## src/rtl/apb_requester_if.sv

```systemverilog
// Command, response and APB signals of apb_requester, bundled in one interface.
// master: the requester's view; slave: the environment driving commands and completing APB.
interface apb_requester_if #(
   parameter int unsigned ADDR_WIDTH = 32,
   parameter int unsigned DATA_WIDTH = 32
);
   logic                  cmd_valid;
   logic                  cmd_ready;
   logic                  cmd_write;
   logic [ADDR_WIDTH-1:0] cmd_addr;
   logic [DATA_WIDTH-1:0] cmd_wdata;
   logic                  rsp_valid;
   logic                  rsp_ready;
   logic [DATA_WIDTH-1:0] rsp_rdata;
   logic                  rsp_slverr;
   logic                  pselx;
   logic                  penable;
   logic                  pwrite;
   logic [ADDR_WIDTH-1:0] paddr;
   logic [DATA_WIDTH-1:0] pwdata;
   logic [DATA_WIDTH-1:0] prdata;
   logic                  pready;
   logic                  pslverr;

   modport master (
      input  cmd_valid, cmd_write, cmd_addr, cmd_wdata, rsp_ready, prdata, pready, pslverr,
      output cmd_ready, rsp_valid, rsp_rdata, rsp_slverr, pselx, penable, pwrite, paddr, pwdata
   );

   modport slave (
      output cmd_valid, cmd_write, cmd_addr, cmd_wdata, rsp_ready, prdata, pready, pslverr,
      input  cmd_ready, rsp_valid, rsp_rdata, rsp_slverr, pselx, penable, pwrite, paddr, pwdata
   );
endinterface

```

## src/rtl/apb_requester.sv

```systemverilog
// APB requester: one valid/ready command becomes one SETUP->ACCESS transfer, one outstanding.
// Define APB_TIMEOUT_EN to abort ACCESS with slverr after TIMEOUT_CYCLES cycles without pready.
module apb_requester #(
   parameter int unsigned ADDR_WIDTH     = 32,
   parameter int unsigned DATA_WIDTH     = 32,
   parameter int unsigned TIMEOUT_CYCLES = 16
) (
   input logic            pclk,
   input logic            presetn,
   apb_requester_if.master bus
);
   typedef enum logic [1:0] {StIdle, StSetup, StAccess, StResp} state_e;

   state_e                state_q, state_d;
   logic                  cmd_ready_q, cmd_ready_d;
   logic                  rsp_valid_q, rsp_valid_d;
   logic [DATA_WIDTH-1:0] rsp_rdata_q, rsp_rdata_d;
   logic                  rsp_slverr_q, rsp_slverr_d;
   logic                  pselx_q, pselx_d;
   logic                  penable_q, penable_d;
   logic                  pwrite_q, pwrite_d;
   logic [ADDR_WIDTH-1:0] paddr_q, paddr_d;
   logic [DATA_WIDTH-1:0] pwdata_q, pwdata_d;

`ifdef APB_TIMEOUT_EN
   localparam int unsigned CntW = $clog2(TIMEOUT_CYCLES);
   localparam logic [CntW-1:0] CntLast = CntW'(TIMEOUT_CYCLES - 1);
   logic [CntW-1:0] cnt_q, cnt_d;
`else
   // Without the timeout build the limit has no effect.
   logic unused_timeout;
   assign unused_timeout = ^TIMEOUT_CYCLES;
`endif

   always_comb begin
      state_d      = state_q;
      cmd_ready_d  = cmd_ready_q;
      rsp_valid_d  = rsp_valid_q;
      rsp_rdata_d  = rsp_rdata_q;
      rsp_slverr_d = rsp_slverr_q;
      pselx_d      = pselx_q;
      penable_d    = penable_q;
      pwrite_d     = pwrite_q;
      paddr_d      = paddr_q;
      pwdata_d     = pwdata_q;
`ifdef APB_TIMEOUT_EN
      cnt_d        = cnt_q;
`endif
      unique case (state_q)
         StIdle: begin
            if (bus.cmd_valid && cmd_ready_q) begin
               pwrite_d    = bus.cmd_write;
               paddr_d     = bus.cmd_addr;
               pwdata_d    = bus.cmd_wdata;
               pselx_d     = 1'b1;
               penable_d   = 1'b0;
               cmd_ready_d = 1'b0;
               state_d     = StSetup;
            end
         end
         StSetup: begin
            penable_d = 1'b1;
            state_d   = StAccess;
`ifdef APB_TIMEOUT_EN
            cnt_d     = '0;
`endif
         end
         StAccess: begin
            if (bus.pready) begin
               rsp_rdata_d  = pwrite_q ? '0 : bus.prdata;
               rsp_slverr_d = bus.pslverr;
               rsp_valid_d  = 1'b1;
               pselx_d      = 1'b0;
               penable_d    = 1'b0;
               state_d      = StResp;
            end
`ifdef APB_TIMEOUT_EN
            // pready on the final allowed cycle still completes normally (branch above).
            else if (cnt_q == CntLast) begin
               rsp_rdata_d  = '0;
               rsp_slverr_d = 1'b1;
               rsp_valid_d  = 1'b1;
               pselx_d      = 1'b0;
               penable_d    = 1'b0;
               state_d      = StResp;
            end else begin
               cnt_d = cnt_q + 1'b1;
            end
`endif
         end
         StResp: begin
            if (bus.rsp_ready) begin
               rsp_valid_d = 1'b0;
               cmd_ready_d = 1'b1;
               state_d     = StIdle;
            end
         end
         default: state_d = StIdle;
      endcase
   end

   always_ff @(posedge pclk or negedge presetn) begin
      if (!presetn) begin
         state_q      <= StIdle;
         cmd_ready_q  <= 1'b1;
         rsp_valid_q  <= 1'b0;
         rsp_rdata_q  <= '0;
         rsp_slverr_q <= 1'b0;
         pselx_q      <= 1'b0;
         penable_q    <= 1'b0;
         pwrite_q     <= 1'b0;
         paddr_q      <= '0;
         pwdata_q     <= '0;
`ifdef APB_TIMEOUT_EN
         cnt_q        <= '0;
`endif
      end else begin
         state_q      <= state_d;
         cmd_ready_q  <= cmd_ready_d;
         rsp_valid_q  <= rsp_valid_d;
         rsp_rdata_q  <= rsp_rdata_d;
         rsp_slverr_q <= rsp_slverr_d;
         pselx_q      <= pselx_d;
         penable_q    <= penable_d;
         pwrite_q     <= pwrite_d;
         paddr_q      <= paddr_d;
         pwdata_q     <= pwdata_d;
`ifdef APB_TIMEOUT_EN
         cnt_q        <= cnt_d;
`endif
      end
   end

   assign bus.cmd_ready  = cmd_ready_q;
   assign bus.rsp_valid  = rsp_valid_q;
   assign bus.rsp_rdata  = rsp_rdata_q;
   assign bus.rsp_slverr = rsp_slverr_q;
   assign bus.pselx      = pselx_q;
   assign bus.penable    = penable_q;
   assign bus.pwrite     = pwrite_q;
   assign bus.paddr      = paddr_q;
   assign bus.pwdata     = pwdata_q;
endmodule

```

## src/flat_wrapper.sv

```systemverilog
// flat-port wrapper written by rule: the top's interface ports become plain ports
module apb_requester_flat 
#(
   parameter int unsigned ADDR_WIDTH     = 32,
   parameter int unsigned DATA_WIDTH     = 32,
   parameter int unsigned TIMEOUT_CYCLES = 16
)
  (pclk, presetn, bus_cmd_valid, bus_cmd_write, bus_cmd_addr, bus_cmd_wdata, bus_rsp_ready, bus_prdata, bus_pready, bus_pslverr, bus_cmd_ready, bus_rsp_valid, bus_rsp_rdata, bus_rsp_slverr, bus_pselx, bus_penable, bus_pwrite, bus_paddr, bus_pwdata);
  apb_requester_if #(.ADDR_WIDTH(ADDR_WIDTH), .DATA_WIDTH(DATA_WIDTH)) bus_i ();
  input logic pclk;
  input logic presetn;
  input wire logic [$bits(bus_i.cmd_valid)-1:0] bus_cmd_valid;
  input wire logic [$bits(bus_i.cmd_write)-1:0] bus_cmd_write;
  input wire logic [$bits(bus_i.cmd_addr)-1:0] bus_cmd_addr;
  input wire logic [$bits(bus_i.cmd_wdata)-1:0] bus_cmd_wdata;
  input wire logic [$bits(bus_i.rsp_ready)-1:0] bus_rsp_ready;
  input wire logic [$bits(bus_i.prdata)-1:0] bus_prdata;
  input wire logic [$bits(bus_i.pready)-1:0] bus_pready;
  input wire logic [$bits(bus_i.pslverr)-1:0] bus_pslverr;
  output wire logic [$bits(bus_i.cmd_ready)-1:0] bus_cmd_ready;
  output wire logic [$bits(bus_i.rsp_valid)-1:0] bus_rsp_valid;
  output wire logic [$bits(bus_i.rsp_rdata)-1:0] bus_rsp_rdata;
  output wire logic [$bits(bus_i.rsp_slverr)-1:0] bus_rsp_slverr;
  output wire logic [$bits(bus_i.pselx)-1:0] bus_pselx;
  output wire logic [$bits(bus_i.penable)-1:0] bus_penable;
  output wire logic [$bits(bus_i.pwrite)-1:0] bus_pwrite;
  output wire logic [$bits(bus_i.paddr)-1:0] bus_paddr;
  output wire logic [$bits(bus_i.pwdata)-1:0] bus_pwdata;
  assign bus_i.cmd_valid = bus_cmd_valid;
  assign bus_i.cmd_write = bus_cmd_write;
  assign bus_i.cmd_addr = bus_cmd_addr;
  assign bus_i.cmd_wdata = bus_cmd_wdata;
  assign bus_i.rsp_ready = bus_rsp_ready;
  assign bus_i.prdata = bus_prdata;
  assign bus_i.pready = bus_pready;
  assign bus_i.pslverr = bus_pslverr;
  assign bus_cmd_ready = bus_i.cmd_ready;
  assign bus_rsp_valid = bus_i.rsp_valid;
  assign bus_rsp_rdata = bus_i.rsp_rdata;
  assign bus_rsp_slverr = bus_i.rsp_slverr;
  assign bus_pselx = bus_i.pselx;
  assign bus_penable = bus_i.penable;
  assign bus_pwrite = bus_i.pwrite;
  assign bus_paddr = bus_i.paddr;
  assign bus_pwdata = bus_i.pwdata;
  apb_requester #(.ADDR_WIDTH(ADDR_WIDTH), .DATA_WIDTH(DATA_WIDTH), .TIMEOUT_CYCLES(TIMEOUT_CYCLES)) u_core (.pclk(pclk), .presetn(presetn), .bus(bus_i));
endmodule
```

## config.mk

```make
export PLATFORM = sky130hd
export DESIGN_NAME = apb_requester_flat
export DESIGN_NICKNAME = d
export VERILOG_FILES = /design/src/rtl/apb_requester_if.sv /design/src/rtl/apb_requester.sv /design/src/flat_wrapper.sv
export SDC_FILE = /design/constraint.sdc
export NUM_CORES = 1
export LEC_CHECK = 0
export BUFFER_PORTS_ARGS = -buffer_cell sky130_fd_sc_hd__clkbuf_2
export CAP_MARGIN = 20
export CORE_ASPECT_RATIO = 0.6
export CORE_MARGIN = 4
export CORE_UTILIZATION = 40
export CTS_CLUSTER_SIZE = 30
export DETAILED_ROUTE_END_ITERATION = 10
export PLACE_DENSITY = 0.74
export SYNTH_ARGS = -nofsm -noshare
export SYNTH_HDL_FRONTEND = slang
export SYNTH_SLANG_ARGS = --single-unit
```

## constraint.sdc

```tcl
create_clock -name pclk -period 1.67 [get_ports pclk]
set_clock_uncertainty 0.05 [all_clocks]
set_input_delay 0.167 -clock pclk [delete_from_list [all_inputs] [get_ports pclk]]
set_output_delay 0.167 -clock pclk [all_outputs]
set_load 0.02 [all_outputs]
```

==> metrics.log <==
INFO  metric globalRouteTotalUtil = 0.1949
INFO  metric rows = 28
INFO  metric hold_path_depth = 2
INFO  metric total_leakage_power = 3.241 nW
INFO  metric grt_antenna_before_repair = 0
INFO  metric grt_setup_unrepaired = no
INFO  metric first_iter_violations = 110
INFO  metric clock_sinks = 104
INFO  metric port-buffer-count = 204
INFO  metric via_count_of_the_first_global_routing_pass = 3664
INFO  metric synth_cells = between 300 and 400
INFO  metric worstSetupStartpointType = flip-flop
INFO  metric grt_pass1_wl = about 19 mm
INFO  metric end_kind = flip-flop
INFO  metric worst_hold_path_type = in2reg
INFO  metric critical_path_peak_fanout = 4
INFO  metric avgRoutedWirePerCell = 15.94 µm
INFO  metric core = 10020 µm²
INFO  metric edff_count_synth = 0
INFO  metric netlist.top_cell.by_area = dfrtp_1
INFO  metric tightest_slew = 0.5530 ns
INFO  metric tns = 0 ns
INFO  metric final-setup-viol-count = 0
INFO  metric maxClockFrequency = a little over 600 MHz
INFO  metric root_buffer = clkbuf_16
INFO  metric critical_path_class = reg2reg
INFO  metric route.final.wire_length = roughly 12 mm
INFO  metric drc = 0
INFO  metric status = completed
INFO  metric mapped_area = approximately 4200 µm²
INFO  metric route.detailed.vias_per_inst = 4.609
INFO  metric grt_max_degree = around 110
INFO  metric place.gp.congestion = 0.8124
INFO  metric cts.htree.levels = 3
INFO  metric syn-num-nets = 426
INFO  metric synth_area_leaders = dfrtp_1, mux2_1, nand2b_1, nand2_1, o21ai_1
INFO  metric tritoncts = done
INFO  metric period_minus_slack = 1.611 ns
INFO  metric worst_r2r_path_depth = 5
INFO  metric slew_margin_rel = 0.6313
INFO  metric insertion_delay = 0.34 ns
INFO  metric die_height = 87.26 µm
INFO  metric cts_buffers = 9
INFO  metric synth_cell_type_count = 26
INFO  metric post-route-period-util = 0.9647
INFO  metric floorplan.initialDensity = 0.4180
INFO  metric drive_gt1_frac = 0.4007
INFO  metric synth_top_area_share = 0.6155
INFO  metric worstPathArrival = 1.78 ns
INFO  metric synth-warning-count = 0
INFO  metric yosys_register_bits = 104
INFO  metric die_w = between 100 and 150 µm
INFO  metric insertedDiodeCount = 0
INFO  metric area_growth = 54.77%
INFO  metric dr.pass1.iters = 4
INFO  metric synth_seq_area_share = 0.6218
INFO  metric finalNetCount = 709
INFO  metric async_sr_flop_fraction = 1.000
INFO  metric timing.critical_path.required = 1.84 ns
INFO  metric max-cap-violations = 0
INFO  metric post_synth_most_frequent_cells = dfrtp_1, mux2_1, nand2_1
INFO  metric holdWs = 0.003895 ns
INFO  metric dp_hpwl = 7.782 mm
INFO  metric synth_top_flop_cell = dfrtp_1
INFO  metric final_max_slew_viol_count = 0
INFO  metric synth.avg_cell_area = between 10 and 15 µm²
INFO  metric synth.most_common_cell = dfrtp_1
INFO  metric report.final.hold_viol_count = 0
INFO  metric ant_nets = 0
INFO  metric detailroute.via_count = 3406
INFO  metric pwr_density_cell = 1886 nW/µm²
INFO  metric worst_setup_hold_path_clk_slew = roughly 0.070 ns
INFO  metric cts-root-to-sink-buffers = 2
INFO  metric floorplan.io_pins = just over 200
INFO  metric globalRoute.totalOverflow = 0
INFO  metric floorplan_die_area = 12220 µm²
INFO  metric vdd_ir_drop_max = 0.9660 mV
==> where the power goes <==
part,internal (mW),total (mW),switching [mW]
combinational,2.33,5.71,3.39
sequential,3.80,4.56,0.761
clock,1.02,1.95,0.933
==> worst max-delay path: stages, from the launching register on <==
cell and delay (ns):
dfrtp_1 0.39, inv_1 0.12, ha_4 0.20, a21boi_2 0.18
nor3_2 0.22, mux2_1 0.33
==> cells by family (layout without fill, tap and decap cells) <==
logic type,Yosys count,after routing,share of synthesized area
compound gates,41,41,0.05288
fa+ha+maj,7,7,0.02091
buf+inv,20,308,0.02778
flops,104,104,0.6218
mux,69,69,0.1852
simple gates,75,75,0.09142
==> final timing paths <==
check                           slack, ns                      end                     from
worst max-delay path                 0.06        u_core.state_q[1]        u_core.state_q[1]
worst min-delay path                0.004    u_core.bus.pwdata[26]        bus_cmd_wdata[26]
worst max register to register       0.06        u_core.state_q[1]        u_core.state_q[1]
worst min register to register       0.43  u_core.bus.rsp_rdata[0]  u_core.bus.rsp_rdata[0]
max in group asynchronous            0.78      u_core.bus.paddr[4]                  presetn
min in group asynchronous            0.36     u_core.bus.paddr[10]                  presetn
==> placed cells by master (no fill, tap or decap), types with 3 or more instances in the layout <==
cell	instances
buf_12	5
buf_4	9
clkbuf_16	9
clkbuf_2	203
clkinvlp_4	3
dfrtp_1	103
dlygate4sd3_1	72
ha_1	5
mux2_1	68
nand2_1	32
nand2b_1	32
nor2_1	3
o21ai_0	15
o21ai_1	19
==> metrics by stage <==
| step | worst slack, ns | utilization | instances | instance area, µm² | power [mW] |
|---|---|---|---|---|---|
| after CTS | 0.02202 | 0.6426 | 737 | 6439 | 12.23 |
| final | 0.05894 | 0.6469 | 739 | 6481 | 12.22 |
| after floorplan | 0.01233 | - | 316 | 4188 | 7.846 |
| after detailed placement | -0.07200 | 0.5425 | 649 | 5435 | 10.05 |
| after global placement | 0.02757 | 0.5425 | 649 | 5435 | 9.821 |
| after global routing | 0.02211 | 0.6469 | 739 | 6481 | 13.02 |
==> cell type report <==
type	instances	area, µm²
Fill cell	765	3538
Sequential cell	104	2604
Timing Repair Buffer	289	1904
Multi-Input combinational cell	192	1519
Clock buffer	10	229.0
Tap cell	135	168.9
Clock inverter	6	45.04
Inverter	3	11.26
==> per-layer routing <==
layer	up-vias	track usage	share of wire	wire length, µm
met5	-	0	0	0
met4	0	0.05189	0.015	182
met3	16	0.07570	0.081	949
met2	135	0.3358	0.48	5678
met1	1624	0.2320	0.42	4966
li1	1631	-	-	-
==> repair_timing <==
action                     4_1_cts  5_1_grt
setup endpoints to repair       69       80
hold buffers                    70        2
hold endpoints to repair       172        2
gates resized for setup          4        4
setup buffers                    2        0
pin swaps                        0        1
==> flip-flops by register name, summed over array words and instances (netlist names) <==
signal                 flops
u_core.bus.paddr          32
u_core.bus.rsp_valid       1
u_core.bus.pwdata         32
u_core.bus.pselx           1
u_core.state_q             2
u_core.bus.rsp_rdata      32
u_core.bus.cmd_ready       1
u_core.bus.penable         1
u_core.bus.rsp_slverr      1
u_core.bus.pwrite          1
No activity file was read; power rests on OpenSTA's default activity.
